File: src/rtl/mux_arb_pkg.sv
// mux_arb_pkg: shared types and helpers for the round-robin mux arbiter
package mux_arb_pkg;
   typedef enum logic {IDLE, SERVE} state_t;
   localparam int N_REQ = 4;
   localparam int SEL_W = 2;
   function automatic logic [N_REQ-1:0] onehot4(input logic [SEL_W-1:0] i);
      return N_REQ'(1) << i;
   endfunction
endpackage

File: src/rtl/rr_pick4.sv
// rr_pick4: first set request bit searching upward from last+1, wrapping mod 4
module rr_pick4
   import mux_arb_pkg::*;
(
   input  logic [N_REQ-1:0] req,
   input  logic [SEL_W-1:0] last,
   output logic [SEL_W-1:0] win,
   output logic             found
);
   always_comb begin
      win = '0;
      found = 1'b0;
      // scanned farthest-first so the nearest requester overwrites last
      for (int k = N_REQ; k >= 1; k--) begin
         if (req[last + SEL_W'(k)]) begin
            win = last + SEL_W'(k);
            found = 1'b1;
         end
      end
   end
endmodule

File: src/rtl/mux_rr_arbiter.sv
// mux_rr_arbiter: round-robin scheduler sharing one registered 4:1 mux between four
// requesters, with bounded bursts per grant and a valid/ready output port
module mux_rr_arbiter
   import mux_arb_pkg::*;
#(
   parameter int WIDTH     = 4,
   parameter int MAX_BURST = 4
) (
   input  logic             clk,
   input  logic             rst,
   input  logic [N_REQ-1:0] req,
   input  logic [WIDTH-1:0] I0,
   input  logic [WIDTH-1:0] I1,
   input  logic [WIDTH-1:0] I2,
   input  logic [WIDTH-1:0] I3,
   output logic [N_REQ-1:0] gnt,
   output logic [SEL_W-1:0] sel,
   output logic [WIDTH-1:0] y,
   output logic             y_valid,
   input  logic             y_ready,
   output logic             busy
);
   localparam int BURST_W = $clog2(MAX_BURST + 1);
   state_t state, state_n;
   logic [N_REQ-1:0] gnt_n;
   logic [SEL_W-1:0] sel_n, last, last_n, ptr, win;
   logic [WIDTH-1:0] y_n;
   logic [BURST_W-1:0] beat_cnt, beat_cnt_n, bc_inc;
   logic y_valid_n, found, xfer;
   logic [WIDTH-1:0] din [N_REQ];
   assign din[0] = I0;
   assign din[1] = I1;
   assign din[2] = I2;
   assign din[3] = I3;
   assign busy = state == SERVE;
   assign xfer = y_valid & y_ready;
   assign bc_inc = beat_cnt + BURST_W'(1);
   // on release the search starts after the requester just served
   assign ptr = (state == SERVE) ? sel : last;
   rr_pick4 u_pick (.req(req), .last(ptr), .win(win), .found(found));
   always_ff @(posedge clk) begin
      if (rst) begin
         state <= IDLE;
         gnt <= '0;
         sel <= '0;
         y <= '0;
         y_valid <= 1'b0;
         beat_cnt <= '0;
         last <= SEL_W'(N_REQ - 1);
      end else begin
         state <= state_n;
         gnt <= gnt_n;
         sel <= sel_n;
         y <= y_n;
         y_valid <= y_valid_n;
         beat_cnt <= beat_cnt_n;
         last <= last_n;
      end
   end
   always_comb begin
      state_n = state;
      gnt_n = gnt;
      sel_n = sel;
      y_n = y;
      y_valid_n = y_valid;
      beat_cnt_n = beat_cnt;
      last_n = last;
      if (state == SERVE && xfer && req[sel] && bc_inc < BURST_W'(MAX_BURST)) begin
         y_n = din[sel];
         beat_cnt_n = bc_inc;
      end else if (state == IDLE || xfer) begin
         if (state == SERVE) last_n = sel;
         if (found) begin
            state_n = SERVE;
            gnt_n = onehot4(win);
            sel_n = win;
            y_n = din[win];
            y_valid_n = 1'b1;
            beat_cnt_n = '0;
         end else begin
            state_n = IDLE;
            gnt_n = '0;
            y_valid_n = 1'b0;
         end
      end
   end
endmodule

File: config.mk
export PLATFORM = sky130hd
export DESIGN_NAME = mux_rr_arbiter
export DESIGN_NICKNAME = d
export VERILOG_FILES = /design/src/rtl/mux_arb_pkg.sv /design/src/rtl/rr_pick4.sv /design/src/rtl/mux_rr_arbiter.sv
export SDC_FILE = /design/constraint.sdc
export NUM_CORES = 1
export LEC_CHECK = 0
export ABC_CLOCK_PERIOD_IN_PS = 2850
export BUFFER_PORTS_ARGS = -buffer_cell sky130_fd_sc_hd__buf_2
export CAP_MARGIN = 20
export CORE_MARGIN = 3
export CORE_UTILIZATION = 40
export CTS_BUF_LIST = sky130_fd_sc_hd__clkbuf_16
export CTS_CLUSTER_DIAMETER = 50
export DETAILED_ROUTE_END_ITERATION = 8
export PLACE_DENSITY = 0.77
export SLEW_MARGIN = 20
export SYNTH_ARGS = -nofsm -noshare
export SYNTH_HDL_FRONTEND = slang
export SYNTH_SLANG_ARGS = --single-unit
File: constraint.sdc
create_clock -name clk -period 2.85 [get_ports clk]
set_input_delay 0.57 -clock clk [delete_from_list [all_inputs] [get_ports clk]]
set_output_delay 0.57 -clock clk [all_outputs]
set_load 0.05 [all_outputs]
==> impl_metrics.json <==
{
  "num_io_pins": 35,
  "post_cts_resized": 0,
  "maxCapViolations": 0,
  "synth_nets": 146,
  "core_um2": 2590,
  "setup_tns_ns": 0,
  "synth_cell_types": 46,
  "die_area_um2": 3519,
  "die_w_um": 59.33,
  "nets": 179,
  "start_util": 0.4391,
  "final_cell_mix": "buf_2, dfxtp_1, nor2_1, inv_1, a211oi_1",
  "skew_ns": 0.001303,
  "cts.sinks": 16,
  "tightest_slew_ns": 0.5717,
  "critPathCaptureType": "flop",
  "antenna_found_initial": 0,
  "drtAntennaViolNets": 0,
  "die_h_um": 59.33,
  "ys_ff_latch": 16,
  "drtIter0Drc": 51,
  "min_to": "gnt[0]$_SDFFE_PP0P_",
  "critPathLaunchType": "flop",
  "critPathMaxFanout": 12,
  "r2r-start": "busy$_SDFFE_PP0P_",
  "cts_hold_buffers": 0,
  "fill_cells": 243,
  "cts-root-buf": "clkbuf_16",
  "cpPeakStageDelay_ns": 0.55,
  "post-route-util": 0.5362,
  "final_common_cell": "buf_2",
  "clock_latency_ns": 0.24,
  "cts_inserted_buffers": 3,
  "rsz0062_at_grt": "false",
  "hpwl_um": 2300,
  "vias_per_cell": 6.228,
  "netlist_area_um2": 1137,
  "grt_usage": 0.1893,
  "via_count": 1146,
  "grt_max_degree": 18,
  "clkSlewWorstSetupHoldPaths_ns": 0.05,
  "synth-edff-count": 0,
  "yosysSeqAreaShare": 0.2816,
  "cp_cell_sequence": "mux2i_2, nor3b_2, a2111oi_0, a211oi_1, o32ai_1",
  "drc": 0,
  "yosysWarningCount": 0,
  "grt_pass1_wl_um": 5147,
  "drive_above_1_share": 0.3377,
  "finalHoldViolCount": 0,
  "wire_per_inst_um": 16.51,
  "drv_slew": 0,
  "reg2reg_setup_slack_ns": 0.60,
  "avgSynthCellArea_um2": 9.322,
  "postSynthCellCount": 122,
  "synth_ff_type": "dfxtp_1",
  "first_pass_iters": 4,
  "p_total_mw": 0.8484,
  "holdWs_ns": 0.4938,
  "rows": 18,
  "final_cells": 184,
  "pre_cts_ws_ns": 0.6190,
  "p_leak_nw": 0.5887,
  "min_from": "gnt[0]$_SDFFE_PP0P_",
  "reg2reg_depth": 5,
  "ir_drop_mv": 0.4568,
  "post_cts_buffers": 0,
  "ys_async_sr_fraction": 0,
  "min_path_type": "flop to flop",
  "dp.cells": 180,
  "period_share": 0.7890,
  "io_buffers": 34,
  "grt_pass1_vias": 1086,
  "final_area_um2": 1389,
  "setup_viol": 0,
  "fin_crit_ns": 2.249,
  "slowest_stage": "a2111oi_0",
  "place_area_um2": 1310,
  "min_path_cells": 2,
  "gp_congestion": 0.9624,
  "clock_path_buffers": 2,
  "overflow": 0,
  "drt_wl_total_um": 3038,
  "fmax_mhz": 444.7,
  "diodes": 0,
  "cts_htree_levels": 1,
  "reg2reg_to": "y[0]$_SDFFE_PP0P_",
  "max-slew-margin-rel": 0.6166,
  "areaGrowthSynthToFinish_pct": 22.11,
  "arrival_ns": 2.40,
  "tritoncts": "done",
  "critical_path_class": "flop to flop",
  "outcome": "finished clean",
  "setup_slack_ns": 0.6012,
  "power_per_cell_area_nw_per_um2": 610.9,
  "worstPathRequired_ns": 3.00
}
-- worst max-delay path, delay by kind of cell (launching register included) --
kind / cells / cell delay (ns)
AND/OR/NAND/NOR: 1 / 0.17
multiplexers: 1 / 0.52
flip-flops: 1 / 0.53
AO/OA/AOI/OAI: 3 / 0.93
-- per-layer routing --
layer | global-route usage | share of wire
met1 | 0.2557 | 0.46
met2 | 0.3073 | 0.47
met3 | 0.05229 | 0.067
met4 | 0.02589 | 0.0033
met5 | 0 | 0
-- synth_stat cells, types with 4 or more instances --
| cell type | number | area, um2 |
|---|---|---|
| dfxtp_1 | 16 | 320.3 |
| nor2_1 | 9 | 33.78 |
| a2111oi_0 | 6 | 52.55 |
| inv_1 | 8 | 30.03 |
| a22oi_1 | 4 | 30.03 |
| a211oi_1 | 8 | 60.06 |
| nor2b_1 | 4 | 25.02 |
| a32oi_1 | 4 | 35.03 |
-- kinds of logic after synthesis --
| family | count (synthesis) | synth area share |
|---|---|---|
| compound gates | 46 | 0.3146 |
| simple gates | 34 | 0.1804 |
| buf+inv | 17 | 0.07700 |
| flops | 16 | 0.2816 |
| mux | 7 | 0.1276 |
| xor+xnor | 1 | 0.007702 |
| fa+ha+maj | 1 | 0.01100 |
-- flip-flops by register name (all words and copies together), names as in the netlist --
register,cells
last,2
sel,2
y,4
gnt,4
beat_cnt,3
busy,1
-- power by group --
part           switching (mW)  leakage [nW]  internal, mW
Clock                  0.0853        0.0385         0.186
Sequential             0.0250         0.132         0.248
Combinational           0.194         0.418         0.109
Total                   0.305         0.589         0.544
-- how the worst max path moves through the flow --
stage / depth (start not counted) / from / endpoint / slack, ns
after floorplan: 7 / busy$_SDFFE_PP0P_ / y[2]$_SDFFE_PP0P_ / 0.49
after global placement: 5 / req[3] / y[0]$_SDFFE_PP0P_ / 0.68
after detailed placement: 5 / busy$_SDFFE_PP0P_ / y[0]$_SDFFE_PP0P_ / 0.62
after CTS: 5 / busy$_SDFFE_PP0P_ / y[0]$_SDFFE_PP0P_ / 0.59
after global routing: 5 / busy$_SDFFE_PP0P_ / y[2]$_SDFFE_PP0P_ / 0.39
final: 5 / busy$_SDFFE_PP0P_ / y[0]$_SDFFE_PP0P_ / 0.60
-- layout make-up --
type | count | area (um2) | area share
clock inverters | 1 | 3.754 | 0.002703
flip-flops and latches | 16 | 320.3 | 0.2306
repair buffers | 37 | 192.7 | 0.1387
inverters | 8 | 30.03 | 0.02162
clock buffers | 3 | 75.07 | 0.05405
multi-input cells | 89 | 729.5 | 0.5252
well taps | 30 | 37.54 | 0.02703
No activity file was read; power rests on OpenSTA's default activity.
